## config.mk

```make
export PLATFORM = sky130hd
export DESIGN_NAME = au_inc_gray_sched
export DESIGN_NICKNAME = d
export VERILOG_FILES = /design/src/rtl/au_inc_gray_sched.sv
export SDC_FILE = /design/constraint.sdc
export NUM_CORES = 1
export LEC_CHECK = 0
export ABC_CLOCK_PERIOD_IN_PS = 6300
export CAP_MARGIN = 0
export CORE_MARGIN = 3
export CORE_UTILIZATION = 47
export CTS_CLUSTER_SIZE = 8
export DETAILED_ROUTE_END_ITERATION = 6
export PLACE_DENSITY_LB_ADDON = 0.05
export SLEW_MARGIN = 25
export SYNTH_ARGS = -nofsm -noshare
export SYNTH_HDL_FRONTEND = slang
export SYNTH_SLANG_ARGS = --single-unit
```

## constraint.sdc

```tcl
create_clock -name clk -period 6.3 [get_ports clk]
set_input_delay 1.26 -clock clk [delete_from_list [all_inputs] [get_ports clk]]
set_output_delay 1.26 -clock clk [all_outputs]
set_load 0.02 [all_outputs]
```

## src/rtl/au_inc_gray_sched.sv

```systemverilog
// Round-robin scheduler time-sharing one Gray incrementer across NCH channel counters.
// Optional binary copy of z (port z_bin) when AU_INC_GRAY_SCHED_BIN_OUT_EN is defined.

module au_inc_gray_sched_inc #(
  parameter int WIDTH = 8,
  parameter int ARCH  = 0
) (
  input  logic [WIDTH-1:0] a,
  output logic [WIDTH-1:0] y
);

  function automatic logic [WIDTH-1:0] gray2bin(input logic [WIDTH-1:0] g);
    logic [WIDTH-1:0] b;
    b = g;
    for (int i = WIDTH - 2; i >= 0; i--) b[i] = b[i+1] ^ g[i];
    return b;
  endfunction

  function automatic logic [WIDTH-1:0] bin2gray(input logic [WIDTH-1:0] b);
    return b ^ (b >> 1);
  endfunction

  generate
    if (ARCH == 1) begin : g_direct
      // Pure Gray step: even parity flips bit 0, odd parity flips the bit
      // left of the lowest set bit (or the MSB itself when it is the lowest).
      logic [WIDTH-1:0] lowbit;
      always_comb begin
        lowbit = a & (~a + WIDTH'(1));
        if (!(^a))                   y = a ^ WIDTH'(1);
        else if (lowbit[WIDTH-1])    y = a ^ lowbit;
        else                         y = a ^ (lowbit << 1);
      end
    end else if (ARCH == 2) begin : g_ripple
      logic [WIDTH-1:0] b, s;
      logic             c;
      always_comb begin
        b = gray2bin(a);
        s = '0;
        c = 1'b1;
        for (int i = 0; i < WIDTH; i++) begin
          s[i] = b[i] ^ c;
          c    = b[i] & c;
        end
        y = bin2gray(s);
      end
    end else begin : g_conv
      assign y = bin2gray(gray2bin(a) + WIDTH'(1));
    end
  endgenerate

endmodule

module au_inc_gray_sched #(
  parameter int WIDTH = 8,
  parameter int NCH   = 4,
  parameter int ARCH  = 0
) (
  input  logic                   clk,
  input  logic                   rst,
  input  logic                   en,
  input  logic [NCH-1:0]         req,
  input  logic [NCH-1:0]         clr,
  output logic [NCH-1:0]         gnt,
  output logic [((NCH > 1) ? $clog2(NCH) : 1)-1:0] gnt_id,
  output logic [WIDTH-1:0]       z,
  output logic                   wrap,
  output logic [NCH*WIDTH-1:0]   cnt
`ifdef AU_INC_GRAY_SCHED_BIN_OUT_EN
  ,
  output logic [WIDTH-1:0]       z_bin
`endif
);

  localparam int IDW = (NCH > 1) ? $clog2(NCH) : 1;
  localparam logic [WIDTH-1:0] GMAX = WIDTH'(1) << (WIDTH - 1);

  logic [NCH-1:0][WIDTH-1:0] cnt_r;
  logic [IDW-1:0]            p, win, nxt_p;
  logic [NCH-1:0]            elig, win_oh;
  logic                      found;
  logic [WIDTH-1:0]          cur, inc_y;
  int                        idx;

  assign elig = en ? (req & ~clr) : '0;
  assign cnt  = cnt_r;

  // Rotating priority search starting at p.
  always_comb begin
    found  = 1'b0;
    win    = '0;
    win_oh = '0;
    idx    = 0;
    for (int i = 0; i < NCH; i++) begin
      idx = int'(p) + i;
      if (idx >= NCH) idx = idx - NCH;
      if (!found && elig[idx]) begin
        found       = 1'b1;
        win         = IDW'(idx);
        win_oh[idx] = 1'b1;
      end
    end
  end

  assign nxt_p = (win == IDW'(NCH - 1)) ? '0 : win + IDW'(1);
  assign cur   = cnt_r[win];

  au_inc_gray_sched_inc #(.WIDTH(WIDTH), .ARCH(ARCH)) u_inc (
    .a (cur),
    .y (inc_y)
  );

`ifdef AU_INC_GRAY_SCHED_BIN_OUT_EN
  logic [WIDTH-1:0] inc_bin;
  always_comb begin
    inc_bin = inc_y;
    for (int i = WIDTH - 2; i >= 0; i--) inc_bin[i] = inc_bin[i+1] ^ inc_y[i];
  end
`endif

  always_ff @(posedge clk) begin
    if (rst) begin
      cnt_r  <= '0;
      gnt    <= '0;
      gnt_id <= '0;
      z      <= '0;
      wrap   <= 1'b0;
      p      <= '0;
`ifdef AU_INC_GRAY_SCHED_BIN_OUT_EN
      z_bin  <= '0;
`endif
    end else begin
      // Cleared channels are never eligible, so clear and grant never collide.
      for (int k = 0; k < NCH; k++) begin
        if (clr[k])                          cnt_r[k] <= '0;
        else if (found && win == IDW'(k))    cnt_r[k] <= inc_y;
      end
      gnt  <= win_oh;
      wrap <= found && (cur == GMAX);
      if (found) begin
        gnt_id <= win;
        z      <= inc_y;
        p      <= nxt_p;
`ifdef AU_INC_GRAY_SCHED_BIN_OUT_EN
        z_bin  <= inc_bin;
`endif
      end
    end
  end

endmodule
```

==> flow_summary.toml, run 1 <==
[route]
drc = 6
viasPerCell = 5.98
detailedRoute.firstPassIterationCount = 7
drtAntennaViolNets = 0
routed_wl_um = 9720
vias = 3210
wl_per_cell_um = 18.1
drt_iter0_drc = 244

[floorplanning]
start_util_pct = 49.8
std_cell_rows = 28
num_io_pins = 58
coreArea_sq_um = 6060
dieArea_sq_um = 7420
die_h_um = 86.2
fp.dieW_um = 86.2

[pwr]
powerDensity_nw_per_um2 = 499
cellLeakagePower_nw = 1.69
vdd.ir_drop.worst_mv = 0.980
p_total_mw = 2.14

[finish]
seqCellArea_sq_um = 981
fin_util_pct = 70.6
final_area_sq_um = 4280
diodes = 0
multi_input_area_sq_um = 2050
final_cell_mix = "buf_4 (55), clkdlybuf4s50_1 (51), dfxtp_1 (49)"
nets = 491
fill_cells = 508
layout_commonest_cell = "buf_4"
drive_gt1_share_pct = 22.5
area_growth_syn_to_layout_pct = 41.8

[global_route]
grt_use_total_pct = 26.7
overflow = 0
grt_max_degree = 26
grt_pass1_vias = 3032
grt_pass1_wl_um = 15500
antenna_found_initial = 0

[flow_run]
max_cap_violations = 0

[placement]
dpl_cell_area_sq_um = 4010
globalplace.congestion = 0.985
io_buffers = 57
pre_cts_ws_ps = -410
place_hpwl_um = 7330

[clock_network]
clk_latency_ps = 310
cts_tree = "built"
clock_path_buffers = 2
postCtsHoldBufs = 0
cts_inserted_buffers = 5
cts.clk_slew.worst_paths_ps = 90
cts_sinks = 49
htree_levels = 2
cts_setup_buffers = 0
cts_root_buf = "clkbuf_8"

[setup_path]
worstRegToRegCells = 27
critPathRequiredTime_ps = 6520
crit_fanout = 9
worstPathArrival_ps = 6320
r2r_start = "p[1]"
r2r-end = "z[7]"
rrSetupSlack_ps = 630
end_kind = "flop"
worstSetupStartpointType = "primary input"
crit_type = "in -> reg"

[synth]
syn_inst = 362
ys_ff_latch = 49
synth_ff_type = "dfxtp_1"
synth.avg_cell_area_sq_um = 8.34
synth-edff-count = 0
ys_warn_count = 0
synth.cell_area_sq_um = 3020
yosysUniqueCellTypes = 55
ys_seq_area_share_pct = 32.5
synth_fp_nets = 392
async_reset_ff_share_pct = 0

[outcome]
status = "finished, violations left"
violations = "design-rule violations"

[sta]
worst_slack_ps = 204
finalHoldViolations = 0
report.final.slew_viol_count = 0
max_freq_mhz = 164
worst_slew_pin_slew_ps = 926
slew_headroom_pct = 38.1
finalSetupViolCount = 0
timing.final.crit_share_pct = 96.8
skew_ps = 6.79
period_minus_slack_ps = 6100

[min_path]
hp-class = "reg -> reg"
hold_depth = 2
hold_end = "z[0]"
hp-start = "z[0]"
## area by class of cell
type | count | area share, %
clock inverter | 3 | 1.08
tap | 75 | 2.19
inverter | 10 | 0.877
clock buffer | 5 | 1.61
multi-input combinational | 283 | 48.0
sequential | 49 | 22.9
timing repair buffer | 112 | 23.3
## synth_stat cells (7+ instances only)
cell type	instances	area [sq um]
a21oi_1	14	70.1
a211oi_1	21	158
xnor2_1	9	78.8
and3_1	10	62.6
nor2_1	38	143
clkbuf_1	14	52.6
inv_1	10	37.5
o21ai_0	11	55.1
nand2_1	35	131
ha_1	19	238
dfxtp_1	49	981
o211ai_1	7	52.6
nand3_1	20	100
## per-layer routing
metal  GRT usage, %  vias up  share of wire [%]
li1               -     1547                  -
met1           37.4     1508                 46
met2           40.6      136                 45
met3           5.19       19                6.9
met4           9.64        0                2.1
met5              0        -                  0
## stage by stage
step                      hold WS (ps)  instances  setup TNS, ps
after floorplan                    528        362              0
after detailed placement           448        529          -9490
after CTS                          461        537              0
after global placement             438        529          -5970
after global routing               499        537          -49.3
final                              459        537              0
## registers in the layout, indices dropped and copies added, names as in the netlist
signal,cells
wrap,1
z,8
cnt,32
p,2
gnt_id,2
gnt,4
## critical path: stages
cell             delay (ps)
clkdlybuf4s50_1         480
or3b_4                  410
a21oi_4                 170
o211a_4                 230
o211a_4                 180
buf_4                   130
o211a_4                 170
nor2_2                   40
ha_1                    280
inv_1                    40
ha_1                    270
inv_1                    50
ha_1                    260
inv_1                    70
ha_4                    280
inv_1                    60
ha_4                    260
inv_2                    40
ha_4                    260
inv_1                    40
ha_1                    290
nor2b_2                 160
and3_4                  240
o2111ai_1               160
o211a_4                 250
a211oi_2                220
## worst max-delay path by stage
stage / startpoint / endpoint / slack [ps] / cells after the start
finish: clr[1] / z[7] / 200 / 26
global route: clr[1] / z[2] / -10 / 26
CTS: en / z[2] / 0.6 / 25
detailed placement: en / z[7] / -410 / 25
global placement: req[0] / cnt[6] / -290 / 26
floorplan: clr[0] / z[6] / 2 / 24
## power breakdown
| part | total, mW | switching, mW | leakage (nW) | internal, mW |
|---|---|---|---|---|
| combinational | 1.52 | 0.863 | 1.23 | 0.661 |
| clock | 0.235 | 0.116 | 0.0543 | 0.119 |
| sequential | 0.377 | 0.0274 | 0.398 | 0.350 |
| total | 2.14 | 1.01 | 1.69 | 1.13 |
## logic make-up (layout without fill, tap and decap cells)
kind of cell / after synthesis / count (layout) / share of synthesized area (%)
xor+xnor: 10 / 10 / 2.90
fa+ha+maj: 19 / 19 / 7.87
flops: 49 / 49 / 32.5
simple gates: 147 / 147 / 25.1
mux: 3 / 3 / 1.04
compound gates: 104 / 104 / 26.6
buf+inv: 30 / 130 / 4.02
## what timing repair did
item                                    CTS  global route
pin swaps                                 0             9
gates cloned                              0             0
hold endpoints to repair                  0             0
endpoints found under the setup margin   10            30
gates resized for setup                   3            28
(Power assumes the default switching activity.)
==> run 2: changes to the inputs <==
--- a/config.mk
+++ b/config.mk
@@ -6,7 +6,7 @@
 export NUM_CORES = 1
 export LEC_CHECK = 0
 export ABC_CLOCK_PERIOD_IN_PS = 6300
-export CAP_MARGIN = 0
+export CAP_MARGIN = 30
 export CORE_MARGIN = 3
 export CORE_UTILIZATION = 47
 export CTS_CLUSTER_SIZE = 8
==> results of run 2 <==
Final layout, timing and power as in run 1 (identical DEF).
